--- config.mk ---
export PLATFORM = sky130hd
export DESIGN_NAME = btb_predictor
export DESIGN_NICKNAME = d
export VERILOG_FILES = /design/src/rtl/btb_predictor.sv
export SDC_FILE = /design/constraint.sdc
export NUM_CORES = 1
export LEC_CHECK = 0
export CORE_ASPECT_RATIO = 2
export CORE_MARGIN = 3
export CORE_UTILIZATION = 61
export DETAILED_ROUTE_END_ITERATION = 10
export PLACE_DENSITY = 0.87
export SKIP_LAST_GASP = 1
export SYNTH_ARGS = -nofsm -noshare
export SYNTH_HDL_FRONTEND = slang
export SYNTH_SLANG_ARGS = --single-unit
--- constraint.sdc ---
create_clock -name clk -period 6.15 [get_ports clk]
set_input_delay 0.615 -clock clk [delete_from_list [all_inputs] [get_ports clk]]
set_output_delay 0.615 -clock clk [all_outputs]
set_load 0.05 [all_outputs]
--- src/rtl/btb_predictor.sv ---
// ---------------------------------------------------------------------------
// btb_predictor
//   Direct-mapped branch target buffer with 2-bit saturating direction
//   counters. Lookup is combinational on the fetch PC. Training comes from
//   resolved control transfers in EX and is registered on the clock edge.
//   Entries are indexed on halfword granularity so that compressed
//   instructions at pc[1]=1 get their own entries.
//
//   Optional feature: define BTB_STATS_EN to add the update and mispredict
//   statistics counters (stat_updates, stat_mispredicts).
//
// Ports
//   clk              clock
//   rstn             synchronous active-low reset (clears valid bits only)
//   pc               fetch PC to look up
//   predict          predicted taken for pc (combinational)
//   predict_pc       predicted target, 0 when predict=0 (combinational)
//   upd_valid        EX resolved a control-transfer instruction this cycle
//   upd_pc           PC of the resolved instruction
//   upd_taken        actual direction
//   upd_target       actual target (used when upd_taken=1)
//   upd_mispredict   EX detected a misprediction (statistics only)
//   stat_updates     accepted update count        (BTB_STATS_EN only)
//   stat_mispredicts mispredicted update count    (BTB_STATS_EN only)
// ---------------------------------------------------------------------------
module btb_predictor #(
  parameter int          IDX_W    = 4,
  parameter logic [1:0]  CNT_INIT = 2'b10
) (
  input  logic        clk,
  input  logic        rstn,
  input  logic [31:0] pc,
  output logic        predict,
  output logic [31:0] predict_pc,
  input  logic        upd_valid,
  input  logic [31:0] upd_pc,
  input  logic        upd_taken,
  input  logic [31:0] upd_target,
  input  logic        upd_mispredict
`ifdef BTB_STATS_EN
  ,
  output logic [31:0] stat_updates,
  output logic [31:0] stat_mispredicts
`endif
);

  localparam int ENTRIES = 1 << IDX_W;
  localparam int TAG_W   = 31 - IDX_W;

  function automatic logic [1:0] sat_inc(input logic [1:0] c);
    return (c == 2'b11) ? c : c + 2'd1;
  endfunction

  function automatic logic [1:0] sat_dec(input logic [1:0] c);
    return (c == 2'b00) ? c : c - 2'd1;
  endfunction

  // Only the valid bits are reset; tag/target/counter storage is don't-care
  // until an entry is allocated.
  logic [ENTRIES-1:0] valid_q, valid_d;
  logic [TAG_W-1:0]   tag_q [ENTRIES];
  logic [31:0]        tgt_q [ENTRIES];
  logic [1:0]         cnt_q [ENTRIES];

  // Lookup: pc[0] never participates; the tag covers pc[31:IDX_W+1].
  logic [IDX_W-1:0] l_idx;
  logic [TAG_W-1:0] l_tag;
  logic             l_hit;

  assign l_idx      = pc[IDX_W:1];
  assign l_tag      = pc[31:IDX_W+1];
  assign l_hit      = valid_q[l_idx] && (tag_q[l_idx] == l_tag);
  assign predict    = l_hit && cnt_q[l_idx][1];
  assign predict_pc = predict ? tgt_q[l_idx] : 32'h0;

  // Update side
  logic [IDX_W-1:0] u_idx;
  logic [TAG_W-1:0] u_tag;
  logic             u_hit;
  logic             alloc;
  logic             train;
  logic [1:0]       cnt_upd_d;

  assign u_idx = upd_pc[IDX_W:1];
  assign u_tag = upd_pc[31:IDX_W+1];
  assign u_hit = valid_q[u_idx] && (u_tag == tag_q[u_idx]);
  // A not-taken miss leaves the table untouched: no point caching a branch
  // that would only ever predict fall-through.
  assign alloc = upd_valid && !u_hit && upd_taken;
  assign train = upd_valid && u_hit;

  always_comb begin
    cnt_upd_d = cnt_q[u_idx];
    if (train) begin
      cnt_upd_d = upd_taken ? sat_inc(cnt_q[u_idx]) : sat_dec(cnt_q[u_idx]);
    end
  end

  always_comb begin
    valid_d = valid_q;
    if (alloc) begin
      valid_d[u_idx] = 1'b1;
    end
  end

  always_ff @(posedge clk) begin
    if (!rstn) begin
      valid_q <= '0;
    end else begin
      valid_q <= valid_d;
    end
  end

  // Storage writes are suppressed during reset so a concurrent update leaves
  // no trace. Lookup in the same cycle sees the old contents (no bypass).
  always_ff @(posedge clk) begin
    if (rstn) begin
      if (alloc) begin
        tag_q[u_idx] <= u_tag;
        tgt_q[u_idx] <= upd_target;
        cnt_q[u_idx] <= CNT_INIT;
      end else if (train) begin
        cnt_q[u_idx] <= cnt_upd_d;
        if (upd_taken) begin
          tgt_q[u_idx] <= upd_target;
        end
      end
    end
  end

`ifdef BTB_STATS_EN
  logic [31:0] stat_upd_q;
  logic [31:0] stat_mis_q;

  always_ff @(posedge clk) begin
    if (!rstn) begin
      stat_upd_q <= '0;
      stat_mis_q <= '0;
    end else begin
      if (upd_valid) begin
        stat_upd_q <= stat_upd_q + 32'd1;
      end
      if (upd_valid && upd_mispredict) begin
        stat_mis_q <= stat_mis_q + 32'd1;
      end
    end
  end

  assign stat_updates     = stat_upd_q;
  assign stat_mispredicts = stat_mis_q;

  logic [1:0] unused_bits;
  assign unused_bits = {pc[0], upd_pc[0]};
`else
  logic [2:0] unused_bits;
  assign unused_bits = {pc[0], upd_pc[0], upd_mispredict};
`endif

endmodule
==> metrics.txt, run 1 <==
status finished, final reports clean; post-route ant nets 0; CTS Buf Count 83; most common cell in the synthesized netlist edfxtp_1; critical path arrival 4.63 ns; cts repair resizes 0; M1 GR Usage 0.371; number of port buffers 130; ys async rst share 0; synth unique cells 60; number of synthesized flops with an enable pin 976; Synth warnings 0; Seq/Total Area, Yosys 0.694; Worst setup SP type primary input; depth of the worst register-to-register path 11; top cell type's share of synthesized area 0.687; setup_tns 0 ns; Detailed Place HPWL 68.8 mm; maximum buffer depth of the clock tree 3; initial DRC count 3,089; Final Setup Violations 0; max-cap viol count 0; GR Overflow Total 0; worst clock skew 0.0124 ns; Core Rows 136; DRT Pass-1 Iters 8; width of the die 193 µm; total track usage 0.324; Slew HR 0.279; initial antenna violation count 6; routing usage on met3 0.0730; TritonCTS clock tree built; met2 GRT Util 0.547; Mapped Cells 2,026; vias in the first global route 24,400; CP endpoint predict_pc[3]; most used routing layer met2; CP Capture Type output pin; area delta synth->final 14.0%; via count 23,200; RR Startpoint tag_q[9][8]$_DFFE_PP_; final period utilization 0.852; Avg Vias per Cell 7.35; CTS root buffer clkbuf_16; Clock Latency Late Sink 0.64 ns; worst slew pin tran 1.07 ns; filler cell count 3,973; layout cell share with drive strength beyond 1 0.299; FMAX 191 MHz; Initial Util 0.618; R2R Setup Slk 2.15 ns; GPL Wtd Cong 0.963; final wirelength 116 mm; endpoints failing hold 0; Yosys top cell by area edfxtp_1; critical path launch point pc[1]; largest cells by area after synthesis edfxtp_1, mux4_2, mux2i_1, dfxtp_1, xnor2_1; postcts setup bufs 0; pwr dens 284 nW/µm²; average wire per standard cell 36.8 µm; largest net degree at the start of global routing 86; RSZ-0062 raised after global routing no; CP Class primary input to output pin; Core Box Area 69,100 µm²; Lkg Pwr 15.6 nW; reg-to-reg endpoint cnt_q[9][1]$_DFFE_PP_; htree depth 3; clk slew on worst S/H paths 0.07 ns; drc violations 0; commonest cells in the synthesized netlist edfxtp_1, mux4_2, mux2i_1; Synth Net Count 2,127; critical path peak fanout 67; clk sinks 992; Seq cells post-synth 992; Hold Crit Class flip-flop to flip-flop; Final min period 5.24 ns; cell area after technology mapping 42,700 µm²; die area 73,400 µm²; Cells after DPL 3,009; global-route wire length before repair 167 mm; Top Ports 134; Die Ht 380 µm; CP required 5.53 ns; final-stage net count 2,298; Mapped Avg Cell Area 21.1 µm²; worst hold slack 0.474 ns; hold_buf cts 0; final std cells w/o fill 3,162; ys flop type edfxtp_1; Max VDD drop 291 µV; Max Slew Vio Count 0
## power breakdown
part	internal, mW	switching (mW)
clock network	2.99	2.38
logic	0.431	0.544
registers	7.46	0.0199
total	10.9	2.94
## layout by cell type (no fill, tap or decap), drive strengths merged, types with 7 or more instances in the layout
cell type / count
buf: 118
nand3: 13
nand2: 55
bufinv: 11
clkinv: 46
nor2: 39
xnor2: 36
a221oi: 8
nor4: 11
o211a: 18
o31ai: 7
mux2i: 88
mux2: 16
clkbuf: 97
inv: 18
o211ai: 10
edfxtp: 976
o21ai: 31
xor2: 20
nor2b: 37
mux4: 389
a21oi: 10
a31oi: 7
dfxtp: 16
o22ai: 9
nor3: 16
clkdlybuf4s50: 91
## area by class of cell
| class | instances | area [µm²] | share of cell area |
|---|---|---|---|
| well taps | 897 | 1120 | 0.0231 |
| diodes | 6 | 15.0 | 0.000309 |
| clock inverters | 52 | 549 | 0.0113 |
| multi-input cells | 884 | 12400 | 0.256 |
| inverters | 25 | 96.3 | 0.00198 |
| flip-flops and latches | 992 | 29600 | 0.609 |
| repair buffers | 211 | 2620 | 0.0539 |
| clock buffers | 95 | 2160 | 0.0445 |
## stage by stage
stage	worst slack, ns	total power [mW]	cell area [µm²]	util
global placement	0.941	8.53	45900	0.665
floorplan	0.984	8.21	42700	-
CTS	0.811	13.9	48600	0.704
finish	0.910	13.8	48600	0.704
global route	0.558	14.2	48600	0.704
detailed placement	0.830	8.58	45900	0.665
## registers in the layout, summed over array words and instances, names as in the netlist
signal / cells
valid_q: 16
tag_q: 432
cnt_q: 32
tgt_q: 512
## layer usage
| metal | vias up | routed length, µm |
|---|---|---|
| met5 | - | 41 |
| met4 | 8 | 9270 |
| met3 | 491 | 11500 |
| met2 | 1831 | 60500 |
| met1 | 11900 | 35000 |
| li1 | 8989 | - |
## critical path, stage by stage
cell and delay, ns:
buf_8 0.56, buf_4 0.44, mux4_2 0.53, mux4_2 0.53, xor2_1 0.17, nor4_1 0.31
nand3_1 0.21, or4_4 0.46, buf_12 0.19, nor2b_1 0.27, buf_12 0.18
## kinds of logic after synthesis
kind of cell / Yosys count / synth area share
AND/OR/NAND/NOR: 202 / 0.0240
multiplexers: 493 / 0.230
adder cells (fa/ha/maj): 1 / 0.000235
buffers and inverters: 150 / 0.0173
XOR/XNOR: 56 / 0.0115
flip-flops: 992 / 0.694
AO/OA/AOI/OAI: 132 / 0.0225
## worst min path at each step
| stage | from | endpoint | slack [ns] | cells after the start |
|---|---|---|---|---|
| 4_1_cts | valid_q[8]$_SDFFE_PN0P_ | valid_q[8]$_SDFFE_PN0P_ | 0.47 | 2 |
| 6_report | valid_q[8]$_SDFFE_PN0P_ | valid_q[8]$_SDFFE_PN0P_ | 0.47 | 2 |
| 2_1_floorplan | valid_q[2]$_SDFFE_PN0P_ | valid_q[2]$_SDFFE_PN0P_ | 0.44 | 2 |
| 3_3_place_gp | valid_q[8]$_SDFFE_PN0P_ | valid_q[8]$_SDFFE_PN0P_ | 0.45 | 2 |
| 3_5_place_dp | valid_q[8]$_SDFFE_PN0P_ | valid_q[8]$_SDFFE_PN0P_ | 0.46 | 2 |
| 5_1_grt | valid_q[8]$_SDFFE_PN0P_ | valid_q[8]$_SDFFE_PN0P_ | 0.50 | 2 |
(Power assumes the default switching activity.)
==> inputs of run 2 (changes only) <==
--- a/config.mk
+++ b/config.mk
@@ -8,7 +8,9 @@
 export CORE_ASPECT_RATIO = 2
 export CORE_MARGIN = 3
 export CORE_UTILIZATION = 61
+export CTS_BUF_LIST = sky130_fd_sc_hd__clkbuf_16
 export DETAILED_ROUTE_END_ITERATION = 10
+export MAX_ROUTING_LAYER = met4
 export PLACE_DENSITY = 0.87
 export SKIP_LAST_GASP = 1
 export SYNTH_ARGS = -nofsm -noshare
==> run 2 against run 1 <==
Net effect: core utilization about the same; via count decreased by 0.85%; maximum frequency decreased by 4.4%; die area unchanged; final cell count increased by 0.16%; sequential power about the same; global-route usage increased by 0.48 points; setup slack got worse by 0.24 ns; power decreased by 0.53%; non-clock buffer count decreased by 1; design area about the same; critical path depth unchanged; critical path type unchanged.
==> metrics.txt, run 2 (synthesis results as in run 1) <==
Cell Int Power 10.8 mW; Hold Crit Class flip-flop to flip-flop; most used routing layer met2; WP buf/inv 4; filler cell count 3,993; CTS root buffer clkbuf_16; initial antenna violation count 10; worst slew pin tran 1.17 ns; clk sinks 992; Top Ports 134; switching portion of total power 0.214; Core Rows 136; final core occ 0.704; TritonCTS clock tree built; initial DRC count 2,715; worst hold start valid_q[8]$_SDFFE_PN0P_; CP Class primary input to output pin; total track usage 0.329; Clock power frac 0.386; pwr dens 283 nW/µm²; max-cap viol count 0; Worst setup SP type primary input; largest net degree at the start of global routing 86; CTS Buf Count 81; clk slew on worst S/H paths 0.07 ns; drc violations 0; Die Ht 380 µm; final period utilization 0.891; Placement Setup Slack 0.653 ns; routing usage on met3 0.0648; width of the die 193 µm; Clock Latency Late Sink 0.65 ns; Slew HR 0.219; Max stage delay on crit path 0.64 ns; Core Box Area 69,100 µm²; global-route wire length before repair 166 mm; GPL Wtd Cong 0.964; power share of the combinational group 0.071; CP cell instances buf_8 -> buf_4 -> mux4_2 -> mux4_2 -> xor2_1 -> nor4_1 -> nand3_1 -> or4_4 -> buf_12 -> nor2b_1 -> buf_12; critical path peak fanout 85; postcts setup bufs 0; Biggest register tgt_q; commonest non-fill, non-tap cell in the layout edfxtp_1; CP max stage cell buf_8; FMAX 182 MHz; endpoints failing hold 0; final setup margin 0.668 ns; worst clock skew 0.0247 ns; R2R Setup Slk 2.13 ns; Final Setup Violations 0; final wirelength 114 mm; Initial Util 0.618; RR Startpoint tag_q[9][8]$_DFFE_PP_; Min-Delay Endpoint valid_q[8]$_SDFFE_PN0P_; multi-input logic area 12,400 µm²; maximum buffer depth of the clock tree 3; RSZ-0062 raised after global routing no; max reg flops 512; biggest regs tgt_q x512, tag_q x432, cnt_q x32; DRT Pass-1 Iters 6; GR Overflow Total 0; Reg power frac 0.544; number of port buffers 130; post-route ant nets 0; largest delay contributor family on the critical path buffers and inverters; reg-to-reg endpoint tag_q[10][17]$_DFFE_PP_; vias in the first global route 24,400; critical path arrival 4.87 ns; hold_buf cts 0; Lkg Pwr 15.6 nW; met2 GRT Util 0.543; CP Capture Type output pin; M1 GR Usage 0.374; htree depth 3; register area 29,600 µm²; hold path depth 2; Avg Vias per Cell 7.28; overall power 13.8 mW; Max Slew Vio Count 0; status finished, final reports clean; die area 73,400 µm²; final-stage net count 2,295; area delta synth->final 14.0%; average wire per standard cell 36.1 µm; depth of the worst register-to-register path 11; commonest non-fill, non-tap cells in the layout edfxtp_1, mux4_2, clkdlybuf4s50_1; Final min period 5.48 ns; cts repair resizes 0; setup_tns 0 ns; CP required 5.53 ns; Detailed Place HPWL 68.1 mm; layout cell share with drive strength beyond 1 0.297; Max VDD drop 402 µV; sw power 2.95 mW; via count 23,000
-- run 2: through the flow --
step | instance area, µm² | instances | hold WS (ns)
3_3_place_gp | 45900 | 3008 | 0.451
6_report | 48600 | 3167 | 0.471
2_1_floorplan | 42700 | 2026 | 0.437
3_5_place_dp | 45900 | 3008 | 0.461
5_1_grt | 48600 | 3165 | 0.487
4_1_cts | 48600 | 3156 | 0.471
-- run 2: power by group through the flow --
stage                     Sequential [mW]  Combinational (mW)  Clock (mW)
after floorplan                      7.62               0.585           0
after global placement               7.62               0.917           0
after detailed placement             7.63               0.951           0
after CTS                            7.48               0.963        5.35
after global routing                 7.48                1.01        5.58
final                                7.48               0.970        5.30
-- run 2: cell type report --
class / instances / share of cell area
inverters: 25 / 0.00198
diodes: 11 / 0.000566
clock buffers: 82 / 0.0422
multi-input cells: 884 / 0.256
clock inverters: 66 / 0.0131
repair buffers: 210 / 0.0540
well taps: 897 / 0.0231
flip-flops and latches: 992 / 0.609
-- run 2: worst max-delay path by stage --
stage / startpoint / to / slack (ns) / cells past startpoint
4_1_cts: pc[1] / predict_pc[26] / 0.61 / 7
2_1_floorplan: upd_pc[1] / tag_q[11][0]$_DFFE_PP_ / 0.98 / 12
3_3_place_gp: pc[1] / predict_pc[1] / 0.74 / 12
3_5_place_dp: pc[1] / predict_pc[27] / 0.65 / 7
6_report: pc[1] / predict_pc[26] / 0.67 / 11
5_1_grt: pc[1] / predict_pc[26] / 0.35 / 7
-- run 2: layer usage --
metal | part of all wire | vias to the layer above | wire, µm
li1 | - | 8991 | -
met1 | 0.31 | 11900 | 35200
met2 | 0.53 | 1690 | 60500
met3 | 0.092 | 444 | 10500
met4 | 0.072 | 0 | 8190
met5 | 0 | - | 0
-- run 2: worst min-delay path, cell delays in order, from the launching register on --
cell	delay, ns
dfxtp_1	0.32
nand2_1	0.05
o21ai_1	0.05
